### config.mk
export PLATFORM = sky130hd
export DESIGN_NAME = stack_controller_flat
export DESIGN_NICKNAME = d
export VERILOG_FILES = /design/src/rtl/stack_pkg.sv /design/src/rtl/stack_controller_if.sv /design/src/rtl/stack_ram.sv /design/src/rtl/stack_controller.sv /design/src/flat_wrapper.sv
export SDC_FILE = /design/constraint.sdc
export NUM_CORES = 1
export LEC_CHECK = 0
export BUFFER_PORTS_ARGS = -buffer_cell sky130_fd_sc_hd__clkbuf_2
export CORE_ASPECT_RATIO = 0.6
export CORE_MARGIN = 2
export CORE_UTILIZATION = 28
export DETAILED_ROUTE_END_ITERATION = 10
export PLACE_DENSITY_LB_ADDON = 0.15
export SYNTH_ARGS = -nofsm -noshare
export SYNTH_HDL_FRONTEND = slang
export SYNTH_SLANG_ARGS = --single-unit
### constraint.sdc
create_clock -name i_clk -period 11.87 [get_ports i_clk]
set_input_delay 0 -clock i_clk [delete_from_list [all_inputs] [get_ports i_clk]]
set_output_delay 0 -clock i_clk [all_outputs]
set_load 0.01 [all_outputs]
### src/rtl/stack_pkg.sv
// Shared encodings for the data-stack sequencer: primitive opcodes, FSM
// states, and the per-primitive minimum-depth / growth table.
package stack_pkg;

    typedef enum logic [2:0] {
        OP_NOP     = 3'd0,
        OP_PUSH    = 3'd1,
        OP_DROP    = 3'd2,
        OP_DUP     = 3'd3,
        OP_SWAP    = 3'd4,
        OP_OVER    = 3'd5,
        OP_ROT     = 3'd6,
        OP_REPLACE = 3'd7
    } op_e;

    typedef enum logic [1:0] {
        S_IDLE   = 2'd0,
        S_FILL   = 2'd1,
        S_ROTATE = 2'd2
    } state_e;

    // Entries that must already be on the stack for the primitive to run.
    function automatic logic [1:0] op_min_depth(input op_e op);
        logic [1:0] r_min;
        case (op)
            OP_DROP, OP_DUP, OP_REPLACE: r_min = 2'd1;
            OP_SWAP, OP_OVER:            r_min = 2'd2;
            OP_ROT:                      r_min = 2'd3;
            default:                     r_min = 2'd0;
        endcase
        return r_min;
    endfunction

    // Primitives that add one entry (and therefore can overflow).
    function automatic logic op_grows(input op_e op);
        return (op == OP_PUSH) || (op == OP_DUP) || (op == OP_OVER);
    endfunction

endpackage

### src/rtl/stack_controller_if.sv
// Request/response bundle between decode/ALU and the stack sequencer.
// Handshake: a request transfers on a rising clock edge where i_valid and
// o_ready are both high; the requester holds i_op/i_data stable while
// i_valid is high, and o_ready is high exactly when the sequencer is idle.
interface stack_controller_if #(
    parameter int WIDTH = 16,
    parameter int DEPTH = 20
);
    import stack_pkg::*;

    localparam int DW = $clog2(DEPTH + 1);

    logic             i_valid;
    logic             o_ready;
    logic [2:0]       i_op;
    logic [WIDTH-1:0] i_data;
    logic [WIDTH-1:0] o_tos;
    logic [WIDTH-1:0] o_nos;
    logic [DW-1:0]    o_depth;
    logic             o_overflow;
    logic             o_underflow;
    state_e           o_state;

    modport master (
        output i_valid, i_op, i_data,
        input  o_ready, o_tos, o_nos, o_depth, o_overflow, o_underflow, o_state
    );

    modport slave (
        input  i_valid, i_op, i_data,
        output o_ready, o_tos, o_nos, o_depth, o_overflow, o_underflow, o_state
    );

endinterface

### src/rtl/stack_ram.sv
// Single-port spill RAM for stack entries below NOS: synchronous write,
// registered read data one cycle after the address is presented.
module stack_ram #(
    parameter int WIDTH = 16,
    parameter int WORDS = 18,
    parameter int AW    = $clog2(WORDS)
) (
    input  logic             i_clk,
    input  logic             i_we,
    input  logic [AW-1:0]    i_addr,
    input  logic [WIDTH-1:0] i_wdata,
    output logic [WIDTH-1:0] o_rdata
);

    logic [WIDTH-1:0] r_mem [WORDS];
    logic [WIDTH-1:0] r_rdata;

    // One access per cycle: write when enabled, otherwise register a read.
    always_ff @(posedge i_clk) begin
        if (i_we) begin
            r_mem[i_addr] <= i_wdata;
        end else begin
            r_rdata <= r_mem[i_addr];
        end
    end

    assign o_rdata = r_rdata;

endmodule

### src/rtl/stack_controller.sv
// Data-stack sequencer: TOS/NOS cached in registers, deeper entries spilled
// to stack_ram. DROP from depth>=3 and ROT need a RAM read and take two
// cycles; everything else completes in the accept cycle.
module stack_controller
    import stack_pkg::*;
#(
    parameter int WIDTH = 16,
    parameter int DEPTH = 20
) (
    input  logic i_clk,
    input  logic i_reset,
    stack_controller_if.slave bus
);

    localparam int DW        = $clog2(DEPTH + 1);
    localparam int RAM_WORDS = DEPTH - 2;
    localparam int AW        = $clog2(RAM_WORDS);

    state_e           r_state,  w_state_nxt;
    logic [WIDTH-1:0] r_tos,    w_tos_nxt;
    logic [WIDTH-1:0] r_nos,    w_nos_nxt;
    logic [DW-1:0]    r_depth,  w_depth_nxt;
    logic             r_ovf,    w_ovf_nxt;
    logic             r_unf,    w_unf_nxt;

    op_e              w_op;
    logic             w_accept;
    logic             w_min_ok;
    logic             w_full;
    logic             w_grow;
    logic [DW-1:0]    w_depth_m2;
    logic [DW-1:0]    w_depth_m3;
    logic [WIDTH-1:0] w_push_val;

    logic             w_ram_we;
    logic [AW-1:0]    w_ram_addr;
    logic [WIDTH-1:0] w_ram_wdata;
    logic [WIDTH-1:0] w_ram_rdata;

    assign w_op       = op_e'(bus.i_op);
    assign w_accept   = bus.i_valid && (r_state == S_IDLE);
    assign w_min_ok   = (r_depth >= DW'(op_min_depth(w_op)));
    assign w_full     = (r_depth == DW'(DEPTH));
    assign w_grow     = op_grows(w_op);
    assign w_depth_m2 = r_depth - DW'(2);
    assign w_depth_m3 = r_depth - DW'(3);

    stack_ram #(
        .WIDTH (WIDTH),
        .WORDS (RAM_WORDS),
        .AW    (AW)
    ) u_ram (
        .i_clk   (i_clk),
        .i_we    (w_ram_we),
        .i_addr  (w_ram_addr),
        .i_wdata (w_ram_wdata),
        .o_rdata (w_ram_rdata)
    );

    // Value that PUSH / DUP / OVER place on top.
    always_comb begin
        w_push_val = bus.i_data;
        case (w_op)
            OP_DUP:  w_push_val = r_tos;
            OP_OVER: w_push_val = r_nos;
            default: w_push_val = bus.i_data;
        endcase
    end

    // Next-state, register updates, error flags and RAM access per cycle.
    always_comb begin
        w_state_nxt = r_state;
        w_tos_nxt   = r_tos;
        w_nos_nxt   = r_nos;
        w_depth_nxt = r_depth;
        w_ovf_nxt   = r_ovf;
        w_unf_nxt   = r_unf;
        w_ram_we    = 1'b0;
        w_ram_addr  = AW'(w_depth_m3);
        w_ram_wdata = r_nos;

        case (r_state)
            S_IDLE: begin
                if (w_accept) begin
                    if (!w_min_ok) begin
                        // Too few entries: flag and discard.
                        w_unf_nxt = 1'b1;
                    end else if (w_grow && w_full) begin
                        // No room for another entry: flag and discard.
                        w_ovf_nxt = 1'b1;
                    end else begin
                        case (w_op)
                            OP_PUSH, OP_DUP, OP_OVER: begin
                                if (r_depth >= DW'(2)) begin
                                    w_ram_we   = 1'b1;
                                    w_ram_addr = AW'(w_depth_m2);
                                end
                                w_nos_nxt   = r_tos;
                                w_tos_nxt   = w_push_val;
                                w_depth_nxt = r_depth + DW'(1);
                            end
                            OP_DROP: begin
                                w_depth_nxt = r_depth - DW'(1);
                                if (r_depth == DW'(1)) begin
                                    w_tos_nxt = '0;
                                end else if (r_depth == DW'(2)) begin
                                    w_tos_nxt = r_nos;
                                    w_nos_nxt = '0;
                                end else begin
                                    // NOS is refilled from RAM next cycle.
                                    w_tos_nxt   = r_nos;
                                    w_state_nxt = S_FILL;
                                end
                            end
                            OP_SWAP: begin
                                w_tos_nxt = r_nos;
                                w_nos_nxt = r_tos;
                            end
                            OP_ROT: begin
                                // Fetch the third entry; rotation completes next cycle.
                                w_state_nxt = S_ROTATE;
                            end
                            OP_REPLACE: begin
                                w_tos_nxt = bus.i_data;
                            end
                            default: ;
                        endcase
                    end
                end
            end
            S_FILL: begin
                w_nos_nxt   = w_ram_rdata;
                w_state_nxt = S_IDLE;
            end
            S_ROTATE: begin
                // ( a b c -- b c a ): b goes down to a's RAM slot.
                w_ram_we    = 1'b1;
                w_ram_wdata = r_nos;
                w_nos_nxt   = r_tos;
                w_tos_nxt   = w_ram_rdata;
                w_state_nxt = S_IDLE;
            end
            default: begin
                w_state_nxt = S_IDLE;
            end
        endcase
    end

    // State and cached-register update with synchronous reset.
    always_ff @(posedge i_clk) begin
        if (i_reset) begin
            r_state <= S_IDLE;
            r_tos   <= '0;
            r_nos   <= '0;
            r_depth <= '0;
            r_ovf   <= 1'b0;
            r_unf   <= 1'b0;
        end else begin
            r_state <= w_state_nxt;
            r_tos   <= w_tos_nxt;
            r_nos   <= w_nos_nxt;
            r_depth <= w_depth_nxt;
            r_ovf   <= w_ovf_nxt;
            r_unf   <= w_unf_nxt;
        end
    end

    assign bus.o_ready     = (r_state == S_IDLE);
    assign bus.o_tos       = r_tos;
    assign bus.o_nos       = r_nos;
    assign bus.o_depth     = r_depth;
    assign bus.o_overflow  = r_ovf;
    assign bus.o_underflow = r_unf;
    assign bus.o_state     = r_state;

endmodule

### src/flat_wrapper.sv
// flat-port wrapper written by rule: the top's interface ports become plain ports
module stack_controller_flat import stack_pkg::*;
#(
    parameter int WIDTH = 16,
    parameter int DEPTH = 20
)
  (i_clk, i_reset, bus_i_valid, bus_i_op, bus_i_data, bus_o_ready, bus_o_tos, bus_o_nos, bus_o_depth, bus_o_overflow, bus_o_underflow, bus_o_state);
  stack_controller_if #(.WIDTH(WIDTH), .DEPTH(DEPTH)) bus_i ();
  input  logic i_clk;
  input  logic i_reset;
  input wire logic [$bits(bus_i.i_valid)-1:0] bus_i_valid;
  input wire logic [$bits(bus_i.i_op)-1:0] bus_i_op;
  input wire logic [$bits(bus_i.i_data)-1:0] bus_i_data;
  output wire logic [$bits(bus_i.o_ready)-1:0] bus_o_ready;
  output wire logic [$bits(bus_i.o_tos)-1:0] bus_o_tos;
  output wire logic [$bits(bus_i.o_nos)-1:0] bus_o_nos;
  output wire logic [$bits(bus_i.o_depth)-1:0] bus_o_depth;
  output wire logic [$bits(bus_i.o_overflow)-1:0] bus_o_overflow;
  output wire logic [$bits(bus_i.o_underflow)-1:0] bus_o_underflow;
  output wire logic [$bits(bus_i.o_state)-1:0] bus_o_state;
  assign bus_i.i_valid = bus_i_valid;
  assign bus_i.i_op = bus_i_op;
  assign bus_i.i_data = bus_i_data;
  assign bus_o_ready = bus_i.o_ready;
  assign bus_o_tos = bus_i.o_tos;
  assign bus_o_nos = bus_i.o_nos;
  assign bus_o_depth = bus_i.o_depth;
  assign bus_o_overflow = bus_i.o_overflow;
  assign bus_o_underflow = bus_i.o_underflow;
  assign bus_o_state = bus_i.o_state;
  stack_controller #(.WIDTH(WIDTH), .DEPTH(DEPTH)) u_core (.i_clk(i_clk), .i_reset(i_reset), .bus(bus_i));
endmodule
==> metrics.md <==
| Metric | Value |
|---|---|
| Status | completed |
| DRC | 0 |
| Via density | 5.55 |
| Yosys top cell area share | 0.535 |
| Post-synthesis cell area | 17100 sq um |
| Die Wd | 323 um |
| Clk sinks | 345 |
| Final total power | 2.99 mW |
| Vias in the first global route | 12000 |
| Grt ovf | 0 |
| CP Class | reg -> reg |
| Htree depth | 2 |
| R2R setup slack | 6.56 ns |
| Total iterations of the first detailed-routing run | 6 |
| P&R area growth vs syn | 16.2% |
| Post-synth EDFFs | 304 |
| Number of warnings issued by yosys | 0 |
| First-pass GRT wire length | 82900 um |
| Netlist cell types | 65 |
| CTS Root Cell | clkbuf_16 |
| Critical path arrival | 5.54 ns |
| Largest family of logic cells by synthesized area | compound AO/OA/AOI/OAI gates |
| RSZ-0062 raised after global routing | no |
| Util after Layout | 0.327 |
| Post-DRT Antenna Nets | 0 |
| Count leader, synth | edfxtp_1 |
| Longest Clk Path Bufs | 3 |
| WHS Endpoint | u_core.bus.o_state[0] |
| Initial antenna violation count | 0 |
| Layout cells sized above 1 | 0.162 |
| Total GRT Usage | 0.176 |
| Cells taking the most area after synthesis | edfxtp_1 (54%), mux2i_1 (8.7%), a221oi_1 (5.0%) |
| Min-delay worst type | in -> reg |
| Final setup fails | 0 |
| Port bufs | 63 |
| # nets final | 1414 |
| CP required | 12.10 ns |
| Pwr Density | 151 nW/um^2 |
| Worst-path maximum fanout | 50 |
| Period utilisation layout | 0.447 |
| Setup Skew | 0.0289 ns |
| Total setup buffers inserted after CTS | 0 |
| Starting Density | 0.282 |
| Die ar. | 62900 sq um |
| Final Instance Area | 19800 sq um |
| Dominant synthesized flop cell | edfxtp_1 |
| Leakage power | 6.33 nW |
| Simple-Gate Fraction of Synth Area | 0.0622 |
| #FFs+latches synth | 345 |
| Total negative slack | 0 ns |
| Drt total wl | 55400 um |
| Post-synth top area cell | edfxtp_1 |
| Worst Reg-to-Reg Cells | 10 |
| GP Congestion | 0.805 |
| Ports | 64 |
| Max frequency | 0.188 GHz |
| Core area | 60500 sq um |
| Post-synth top cells | edfxtp_1 (304), mux2i_1 (148), a221oi_1 (97) |
| Max_slew headroom | 0.228 |
| Vias | 12400 |
| Skew-Pair Late Insertion Delay | 0.56 ns |
| CTS buffer count | 35 |
| Syn nets | 1350 |
| Max Cap Viol | 0 |
| Die Y | 195 um |
| CTS tree | yes |
| Worst VDD drop | 0.0787 mV |
| HP Start | bus_i_op[1] |
| Wirelength per Cell | 24.8 um |
| Largest net degree at the start of global routing | 66 |
| WHS Path Cells | 4 |
| Minimum clock period | 5.31 ns |
| 1st-iter DRT viols | 1429 |
| Syn_area_per_cell | 13.0 sq um |
| Post-cts hold buffer count | 34 |
| Slew of the pin with the lowest slew margin | 1.16 ns |
| Placed Area | 18400 sq um |
| Core Rows | 70 |
| Final hold violation count | 0 |
| Post-Synth Adder-Cell Area | 0.00954 |
| CP Launch Type | register |
| Final Max Tran Viols | 0 |
| Compound-gate portion of the synthesized area | 0.174 |
| Syn Inst Count | 1315 |
| Post-synthesis xor/xnor area fraction | 0.00301 |
| Worst Setup End Kind | register |
| Seq/Total Area, Yosys | 0.584 |
| Detailed placer's ending HPWL | 35200 um |
| Async S/R FF share, synth | 0 |
| Mux contribution to synthesized area | 0.131 |
| Clk pin slew, worst setup/hold paths | 0.06 ns |
| R2r startpoint | u_core.bus.o_depth[1] |
| Cts repair resizes | 0 |
| Reg2Reg Capture Point | u_core.u_ram.r_mem[12][2] |
==> final cells by class <==
cell class                 instances  area [sq um]
antenna                            1          2.50
inverter                          39           149
clock buffer                      50           973
fill                            5968         40700
timing repair buffer             143          1000
tap                              828          1040
sequential                       345          9960
multi-input combinational        815          6590
clock inverter                    13           103
==> worst max-delay path by stage <==
| stage | slack, ns | depth (start not counted) | start | to |
|---|---|---|---|---|
| global route | 6.14 | 10 | u_core.bus.o_depth[1] | u_core.u_ram.r_mem[13][2] |
| global placement | 6.42 | 10 | u_core.bus.o_depth[1] | u_core.u_ram.r_mem[12][1] |
| CTS | 6.36 | 10 | u_core.bus.o_depth[1] | u_core.u_ram.r_mem[13][2] |
| floorplan | 6.91 | 15 | u_core.bus.o_depth[0] | u_core.u_ram.r_mem[16][0] |
| detailed placement | 6.39 | 10 | u_core.bus.o_depth[1] | u_core.u_ram.r_mem[12][2] |
| finish | 6.56 | 10 | u_core.bus.o_depth[1] | u_core.u_ram.r_mem[12][2] |
==> placed cells by master (no fill, tap or decap), types with 3 or more instances in the layout <==
cell type and instances:
nor2_1 78, o221ai_1 32, ha_1 12, and2_1 4, nand2_1 29, a311o_1 16, o22ai_1 32, dlygate4sd3_1 34
a22oi_1 16, o31ai_1 16, a31oi_1 4, dfxtp_1 39, nand2b_1 5, a211oi_1 17, buf_4 46, edfxtp_1 304
xnor2_1 3, mux4_2 32, a21oi_1 88, clkinv_1 4, clkinv_2 5, nor2_2 12, o22a_1 16, nor2b_1 18
a2111oi_0 16, nand3_1 18, clkbuf_1 12, o21ai_0 7, a221oi_1 97, clkbuf_16 36, nor3_1 35, mux2i_1 148
or3_1 3, a22o_1 16, clkbuf_2 63, inv_1 37
==> per-layer routing <==
layer | vias up | share of wire | track usage
met5 | - | 0 | 0
met4 | 0 | 0.010 | 0.0275
met3 | 56 | 0.064 | 0.0309
met2 | 435 | 0.42 | 0.247
met1 | 6420 | 0.51 | 0.281
li1 | 5493 | - | -
==> critical path, cell delays in order, from the launching register on <==
cell	delay, ns
dfxtp_4	0.81
buf_4	0.77
ha_1	0.39
a211o_1	0.42
nand3_2	0.13
buf_4	0.61
mux2_2	0.46
nand4bb_1	0.18
buf_4	0.23
nor2_1	0.63
buf_4	0.33
==> metrics by stage <==
step	setup slack [ns]	cells	hold WS, ns
after global routing	6.14	2233	0.128
after global placement	6.42	2136	0.332
after detailed placement	6.39	2136	0.343
after CTS	6.36	2233	0.0301
final	6.56	2234	0.0773
after floorplan	6.91	1315	0.162
==> report_power, final <==
part	total [mW]	internal (mW)	switching [mW]	leakage, nW
registers	1.37	1.33	0.0393	2.83
logic	0.536	0.211	0.325	2.98
clock network	1.09	0.597	0.489	0.524
total	2.99	2.14	0.854	6.33
==> state kept, by name (all words and copies together) (netlist names) <==
name and flops:
u_core.u_ram.r_mem 288, u_core.bus.o_nos 16, u_core.bus.o_tos 16, u_core.u_ram.o_rdata 16, u_core.bus.o_depth 5, u_core.bus.o_state 2
u_core.bus.o_overflow 1, u_core.bus.o_underflow 1
==> logic make-up (layout without fill, tap and decap cells) <==
logic type / count (synthesis) / count (layout)
flops: 345 / 345
mux: 182 / 182
fa+ha+maj: 13 / 13
compound gates: 393 / 393
simple gates: 222 / 222
xor+xnor: 5 / 5
other cells: 0 / 1
buf+inv: 155 / 245
Note: power is estimated with default switching activity, not from simulation.
